==> src/rtl/sine_period_detector_if.sv <==
// Sample stream in, period/tuning-word measurement out, for
// sine_period_detector. The master drives samples; the slave is the detector.
interface sine_period_detector_if;
    logic        sample_valid;
    logic [9:0]  sample;
    logic        meas_valid;
    logic [11:0] period;
    logic [9:0]  tuning_word;
    logic [9:0]  peak;
    logic [9:0]  trough;
    logic        locked;
    logic        timeout;

    modport master (
        output sample_valid, sample,
        input  meas_valid, period, tuning_word, peak, trough, locked, timeout
    );

    modport slave (
        input  sample_valid, sample,
        output meas_valid, period, tuning_word, peak, trough, locked, timeout
    );
endinterface

==> src/rtl/sine_period_detector.sv <==
// sine_period_detector: counts samples between hysteretic rising crossings
// of a DDS sine and recovers the phase step as floor(1024/period).
module sine_period_detector #(
    parameter int MID        = 100,
    parameter int HYST       = 8,
    parameter int MAX_PERIOD = 4095
) (
    input logic                   clk,
    input logic                   rst_n,
    sine_period_detector_if.slave io
);
    localparam logic [9:0]  HI_LVL   = 10'(MID + HYST);
    localparam logic [9:0]  LO_LVL   = 10'(MID - HYST);
    localparam logic [11:0] CNT_LAST = 12'(MAX_PERIOD - 2);
    localparam logic [3:0]  DIV_LAST = 4'd11;

    typedef enum logic [1:0] {S_SEARCH, S_MEASURE, S_DIVIDE} state_e;
    typedef enum logic [1:0] {R_UNKNOWN, R_LOW, R_HIGH} region_e;

    state_e      state_q, state_d;
    region_e     region_q, region_d;
    logic [11:0] cnt_q, cnt_d;
    logic [9:0]  tmax_q, tmax_d;
    logic [9:0]  tmin_q, tmin_d;
    logic [11:0] div_q, div_d;
    logic [9:0]  pk_q, pk_d;
    logic [9:0]  tr_q, tr_d;
    logic [11:0] rem_q, rem_d;
    logic [10:0] dvd_q, dvd_d;
    logic [10:0] quo_q, quo_d;
    logic [3:0]  iter_q, iter_d;
    logic        mv_q, mv_d;
    logic        to_q, to_d;
    logic [11:0] period_q, period_d;
    logic [9:0]  tw_q, tw_d;
    logic [9:0]  peak_q, peak_d;
    logic [9:0]  trough_q, trough_d;
    logic        locked_q, locked_d;

    logic        acc;
    logic        hi_s;
    logic        lo_s;
    logic        ev;
    logic        tmo;
    logic [12:0] trial;
    logic        fits;
    logic [9:0]  ev_max;
    logic [9:0]  ev_min;

    assign acc    = io.sample_valid;
    assign hi_s   = io.sample >= HI_LVL;
    assign lo_s   = io.sample <= LO_LVL;
    assign ev     = acc && (region_q == R_LOW) && hi_s;
    assign tmo    = acc && !ev && (state_q != S_SEARCH) && (cnt_q == CNT_LAST);
    assign trial  = {rem_q, dvd_q[10]};
    assign fits   = trial >= {1'b0, div_q};
    assign ev_max = (io.sample > tmax_q) ? io.sample : tmax_q;
    assign ev_min = (io.sample < tmin_q) ? io.sample : tmin_q;

    assign io.meas_valid  = mv_q;
    assign io.timeout     = to_q;
    assign io.period      = period_q;
    assign io.tuning_word = tw_q;
    assign io.peak        = peak_q;
    assign io.trough      = trough_q;
    assign io.locked      = locked_q;

    // Next state: region tracking, divider iteration, crossing/timeout handling
    always_comb begin
        state_d  = state_q;
        region_d = region_q;
        cnt_d    = cnt_q;
        tmax_d   = tmax_q;
        tmin_d   = tmin_q;
        div_d    = div_q;
        pk_d     = pk_q;
        tr_d     = tr_q;
        rem_d    = rem_q;
        dvd_d    = dvd_q;
        quo_d    = quo_q;
        iter_d   = iter_q;
        mv_d     = 1'b0;
        to_d     = 1'b0;
        period_d = period_q;
        tw_d     = tw_q;
        peak_d   = peak_q;
        trough_d = trough_q;
        locked_d = locked_q;

        if (acc) begin
            if (hi_s) begin
                region_d = R_HIGH;
            end else if (lo_s) begin
                region_d = R_LOW;
            end
        end

        if (state_q == S_DIVIDE && !tmo) begin
            if (iter_q != DIV_LAST) begin
                rem_d  = fits ? 12'(trial - {1'b0, div_q}) : trial[11:0];
                quo_d  = {quo_q[9:0], fits};
                dvd_d  = {dvd_q[9:0], 1'b0};
                iter_d = iter_q + 4'd1;
            end else begin
                mv_d     = 1'b1;
                locked_d = 1'b1;
                period_d = div_q;
                tw_d     = quo_q[10] ? 10'd1023 : quo_q[9:0];
                peak_d   = pk_q;
                trough_d = tr_q;
                state_d  = S_MEASURE;
            end
        end

        case (state_q)
            S_SEARCH: begin
                if (ev) begin
                    cnt_d   = '0;
                    tmax_d  = io.sample;
                    tmin_d  = io.sample;
                    state_d = S_MEASURE;
                end
            end
            S_MEASURE, S_DIVIDE: begin
                if (ev) begin
                    if (state_q == S_MEASURE) begin
                        div_d   = cnt_q + 12'd1;
                        pk_d    = ev_max;
                        tr_d    = ev_min;
                        rem_d   = '0;
                        dvd_d   = 11'h400;
                        quo_d   = '0;
                        iter_d  = '0;
                        state_d = S_DIVIDE;
                    end
                    cnt_d  = '0;
                    tmax_d = io.sample;
                    tmin_d = io.sample;
                end else if (tmo) begin
                    to_d     = 1'b1;
                    locked_d = 1'b0;
                    region_d = R_UNKNOWN;
                    cnt_d    = '0;
                    state_d  = S_SEARCH;
                end else if (acc) begin
                    cnt_d  = cnt_q + 12'd1;
                    tmax_d = ev_max;
                    tmin_d = ev_min;
                end
            end
            default: state_d = S_SEARCH;
        endcase
    end

    // State and output registers, cleared asynchronously
    always_ff @(posedge clk or negedge rst_n) begin
        if (!rst_n) begin
            state_q  <= S_SEARCH;
            region_q <= R_UNKNOWN;
            cnt_q    <= '0;
            tmax_q   <= '0;
            tmin_q   <= '0;
            div_q    <= '0;
            pk_q     <= '0;
            tr_q     <= '0;
            rem_q    <= '0;
            dvd_q    <= '0;
            quo_q    <= '0;
            iter_q   <= '0;
            mv_q     <= 1'b0;
            to_q     <= 1'b0;
            period_q <= '0;
            tw_q     <= '0;
            peak_q   <= '0;
            trough_q <= '0;
            locked_q <= 1'b0;
        end else begin
            state_q  <= state_d;
            region_q <= region_d;
            cnt_q    <= cnt_d;
            tmax_q   <= tmax_d;
            tmin_q   <= tmin_d;
            div_q    <= div_d;
            pk_q     <= pk_d;
            tr_q     <= tr_d;
            rem_q    <= rem_d;
            dvd_q    <= dvd_d;
            quo_q    <= quo_d;
            iter_q   <= iter_d;
            mv_q     <= mv_d;
            to_q     <= to_d;
            period_q <= period_d;
            tw_q     <= tw_d;
            peak_q   <= peak_d;
            trough_q <= trough_d;
            locked_q <= locked_d;
        end
    end
endmodule

==> src/flat_wrapper.sv <==
// flat-port wrapper written by rule: the top's interface ports become plain ports
module sine_period_detector_flat 
#(
    parameter int MID        = 100,
    parameter int HYST       = 8,
    parameter int MAX_PERIOD = 4095
)
  (clk, rst_n, io_sample_valid, io_sample, io_meas_valid, io_period, io_tuning_word, io_peak, io_trough, io_locked, io_timeout);
  sine_period_detector_if io_i ();
  input logic clk;
  input logic rst_n;
  input wire logic [$bits(io_i.sample_valid)-1:0] io_sample_valid;
  input wire logic [$bits(io_i.sample)-1:0] io_sample;
  output wire logic [$bits(io_i.meas_valid)-1:0] io_meas_valid;
  output wire logic [$bits(io_i.period)-1:0] io_period;
  output wire logic [$bits(io_i.tuning_word)-1:0] io_tuning_word;
  output wire logic [$bits(io_i.peak)-1:0] io_peak;
  output wire logic [$bits(io_i.trough)-1:0] io_trough;
  output wire logic [$bits(io_i.locked)-1:0] io_locked;
  output wire logic [$bits(io_i.timeout)-1:0] io_timeout;
  assign io_i.sample_valid = io_sample_valid;
  assign io_i.sample = io_sample;
  assign io_meas_valid = io_i.meas_valid;
  assign io_period = io_i.period;
  assign io_tuning_word = io_i.tuning_word;
  assign io_peak = io_i.peak;
  assign io_trough = io_i.trough;
  assign io_locked = io_i.locked;
  assign io_timeout = io_i.timeout;
  sine_period_detector #(.MID(MID), .HYST(HYST), .MAX_PERIOD(MAX_PERIOD)) u_core (.clk(clk), .rst_n(rst_n), .io(io_i));
endmodule
==> config.mk <==
export PLATFORM = sky130hd
export DESIGN_NAME = sine_period_detector_flat
export DESIGN_NICKNAME = d
export VERILOG_FILES = /design/src/rtl/sine_period_detector_if.sv /design/src/rtl/sine_period_detector.sv /design/src/flat_wrapper.sv
export SDC_FILE = /design/constraint.sdc
export NUM_CORES = 1
export LEC_CHECK = 0
export BUFFER_PORTS_ARGS = -buffer_cell sky130_fd_sc_hd__buf_2
export CORE_MARGIN = 3
export CORE_UTILIZATION = 30
export DETAILED_ROUTE_END_ITERATION = 10
export HOLD_SLACK_MARGIN = 0.15
export PLACE_DENSITY_LB_ADDON = 0.3
export SYNTH_ARGS = -nofsm -noshare
export SYNTH_HDL_FRONTEND = slang
export SYNTH_SLANG_ARGS = --single-unit
==> constraint.sdc <==
create_clock -name clk -period 3.7 [get_ports clk]
set_input_delay 0.185 -clock clk [delete_from_list [all_inputs] [get_ports clk]]
set_output_delay 0.185 -clock clk [all_outputs]
set_load 0.03 [all_outputs]
==> key figures <==
STA
  – Max transition margin: 0.313
  – Slew @ Worst Pin: 1.03 ns
  – Fin. max-slew vios: 0
  – Fin Setup TNS: 0 ns
  – Endpoints failing setup: 0
  – Fin. Hold Viols: 0
  – WHS: 0.365 ns
  – Final min period: 2.90 ns
  – Fmax: 345 MHz
  – Tcrit/Tclk final: 0.784
  – Worst Clk Skew: 0.0119 ns
  – RSZ-0062 raised after global routing: false

Clocking
  – Clock Pin Slew Worst Setup and Hold Paths: 0.06 ns
  – Hold_buf cts: 12
  – Total CTS buffers: 17
  – TritonCTS clock tree: built
  – Setup Fix Bufs, Post-CTS: 0
  – CTS sink cnt: 151
  – Clock root buffer: clkbuf_16
  – Clk_lat worst skew: 0.42 ns
  – Post-CTS resize count: 0
  – CTS Buffer Depth: 2
  – # H-tree levels: 4

Worst setup path
  – CP Capture Type: flop
  – CP Cell Sequence: inv_1 -> ha_1 -> nand2b_1 -> or4_1 -> o211ai_4 -> nand2_1 -> a21oi_1
  – RR Startpoint: u_core.state_q[0]$_DFF_PN0_
  – Crit start category: flop
  – Critical path's slowest cell: or4_1
  – Reg-to-reg critical path endpoint: u_core.dvd_q[2]$_DFF_PN0_
  – CP Data Arrival Time: 3.24 ns
  – Worst Path Required: 4.03 ns
  – Worst Reg-to-Reg Cells: 7
  – Max incr delay on CP: 0.80 ns
  – Max Fanout on Critical Path: 28
  – Reg2reg setup slack: 0.80 ns
  – WS Path Type: reg -> reg

Detailed routing
  – Via/cell ratio: 5.21
  – Vias: 6632
  – First-iteration detailed-routing DRC count: 445
  – DRT antenna net count: 0
  – Drt pass-1 iters: 4
  – Met1 Wirelength: 10100 um
  – Wire length per cell: 16.2 um
  – DR DRC count: 0
  – Met3 wire len: 569 um
  – Routed wl met2: 9660 um
  – Total routed wirelength: 20600 um
  – Max layer used: met4

Power and ir drop
  – Switch share: 0.319
  – Int Pwr: 3.22 mW
  – VDD IR-drop max: 0.340 mV
  – Leak: 4.35 nW
  – Gate power share: 0.229
  – Net Switching: 1.51 mW
  – Total power: 4.73 mW
  – Pwr dens: 503 mW/mm2
  – Reg power frac: 0.404
  – Clock power share: 0.367

Global route
  – Initial antenna violation count: 0
  – Largest net degree at the start of global routing: 78
  – First-pass GRT wire length: 34100 um
  – Grt total ovfl: 0
  – Vias in the first global route: 6480
  – GRT Overall Usage: 0.145

Place
  – I/O Buffers: 57
  – GPL Wtd Cong: 0.844
  – HPWL after DPL: 13700 um

Yosys
  – Register area share after synthesis: 0.466
  – Number of flops mapped to enable cells by yosys: 0
  – Ys async rst share: 1.00
  – Number of synthesized register bits: 151
  – Post-synth cell types: 61
  – Syn Std Cell Area: 0.00811 mm2
  – Post-synth net total: 932
  – Yosys warns: 0
  – Cell count after synthesis: 879
  – Syn Area/Cell: 9.22 um2
  – Synth Flop Type: dfrtp_1

Finish
  – Antenna Cells: 0
  – # fillers: 2663
  – Nets: 981
  – Final core occ: 0.358
  – Area Growth Syn to Fin: 16.0%
  – Share of layout cells above drive strength 1: 0.135

Die
  – # IOs: 58
  – Full die area: 0.0290 mm2
  – Starting density of the core: 0.308
  – Die width: 170 um
  – Num rows: 59
  – Die height: 170 um
  – Core area: 0.0263 mm2

Outcome
  – Outcome: completed

Job
  – Max cap viols: 0

Worst hold path
  – Min-Delay Path Class: in -> async
[per-stage QoR]
| stage | setup WS, ns | instance area, um2 | std cells |
|---|---|---|---|
| floorplan | 1.40 | 8110 | 879 |
| global placement | 0.916 | 8700 | 1232 |
| detailed placement | 0.839 | 8700 | 1232 |
| CTS | 0.818 | 9400 | 1274 |
| global route | 0.605 | 9400 | 1274 |
| finish | 0.798 | 9400 | 1274 |
[worst max-delay path by stage]
stage	cells after the start	slack [ns]	to	start
after floorplan	8	1.40	u_core.rem_q[0]$_DFF_PN0_	u_core.rem_q[9]$_DFF_PN0_
after global placement	7	0.92	u_core.quo_q[5]$_DFF_PN0_	u_core.state_q[0]$_DFF_PN0_
after detailed placement	7	0.84	u_core.dvd_q[2]$_DFF_PN0_	u_core.state_q[0]$_DFF_PN0_
after CTS	7	0.82	u_core.dvd_q[2]$_DFF_PN0_	u_core.state_q[0]$_DFF_PN0_
after global routing	7	0.60	u_core.dvd_q[7]$_DFF_PN0_	u_core.state_q[1]$_DFF_PN0_
final	7	0.80	u_core.dvd_q[2]$_DFF_PN0_	u_core.state_q[0]$_DFF_PN0_
[cells by family after synthesis]
group | synth area share
simple gates | 0.167
compound gates | 0.205
flops | 0.466
buf+inv | 0.0511
fa+ha+maj | 0.0627
mux | 0.0355
xor+xnor | 0.0119
[final cells by class]
cell class,count,area [um2],share of cell area
clock buffer,22,454,0.0483
clock inverter,8,125,0.0133
timing repair buffer,84,537,0.0571
multi-input combinational,630,3920,0.417
inverter,44,165,0.0176
sequential,151,3780,0.402
tap,335,419,0.0446
[flip-flops by register name, summed over array words and instances (netlist names)]
register,count
u_core.state_q,2
u_core.io.tuning_word,10
u_core.tmin_q,10
u_core.iter_q,4
u_core.quo_q,11
u_core.io.locked,1
u_core.div_q,12
u_core.io.timeout,1
u_core.io.peak,10
u_core.rem_q,12
u_core.dvd_q,11
u_core.tr_q,10
u_core.pk_q,10
u_core.region_q,2
u_core.cnt_q,12
u_core.io.meas_valid,1
u_core.io.trough,10
u_core.io.period,12
u_core.tmax_q,10
[routing by layer]
metal	track usage	vias to the layer above
li1	-	3263
met1	0.203	3235
met2	0.229	119
met3	0.0256	15
met4	0.0441	0
met5	0	-
[power by group through the flow]
stage | clock network (mW) | registers (mW) | logic, mW
final | 1.74 | 1.91 | 1.08
after floorplan | 0 | 1.89 | 0.775
after global routing | 1.85 | 1.92 | 1.22
after detailed placement | 0 | 1.93 | 1.06
after CTS | 1.78 | 1.91 | 1.07
after global placement | 0 | 1.93 | 1.06
[placed cells by master (no fill, tap or decap), drive strengths merged, types with 9 or more instances in the layout]
| cell | instances |
|---|---|
| buf | 72 |
| a31oi | 24 |
| dfrtp | 151 |
| inv | 44 |
| o21ai | 79 |
| a221oi | 11 |
| dlygate4sd3 | 12 |
| nor4b | 9 |
| a21oi | 65 |
| a21o | 14 |
| o211ai | 36 |
| ha | 39 |
| nand4 | 16 |
| clkbuf | 22 |
| nand2 | 112 |
| nor2 | 57 |
| mux2 | 22 |
| nand3 | 46 |
[synth_stat cells, types with 3 or more instances]
| master | count | area, um2 |
|---|---|---|
| dfrtp_1 | 151 | 3780 |
| nand2_1 | 112 | 420 |
| o21ai_0 | 76 | 380 |
| a21oi_1 | 65 | 325 |
| nor2_1 | 57 | 214 |
| nand3_1 | 46 | 230 |
| inv_1 | 44 | 165 |
| ha_1 | 39 | 488 |
| o211ai_1 | 35 | 263 |
| clkbuf_1 | 27 | 101 |
| a31oi_1 | 24 | 150 |
| buf_2 | 22 | 110 |
| mux2_2 | 19 | 214 |
| nand4_1 | 15 | 93.8 |
| a21o_1 | 14 | 105 |
| a221oi_1 | 11 | 96.3 |
| nor4b_1 | 9 | 78.8 |
| and3_1 | 8 | 50.1 |
| a211oi_1 | 7 | 52.6 |
| nor3_1 | 7 | 35.0 |
| a22o_1 | 6 | 52.6 |
| nor2b_1 | 6 | 37.5 |
| xnor2_1 | 6 | 52.6 |
| and2_1 | 5 | 31.3 |
| o31ai_1 | 5 | 37.5 |
| or3_1 | 5 | 31.3 |
| xor2_1 | 5 | 43.8 |
| mux2i_1 | 4 | 40.0 |
| nand2b_1 | 4 | 25.0 |
| mux2_1 | 3 | 33.8 |
| o21a_1 | 3 | 22.5 |
[worst max-delay path, delay by kind of cell, from the launching register on]
family,cells,cell delay (ns)
AOI/OAI and AO/OA,2,0.94
adders and majority gates,1,0.24
buffers and inverters,1,0.09
DFF,1,0.40
and+or+nand+nor,3,1.14
Power figures use the tool's default switching activity.
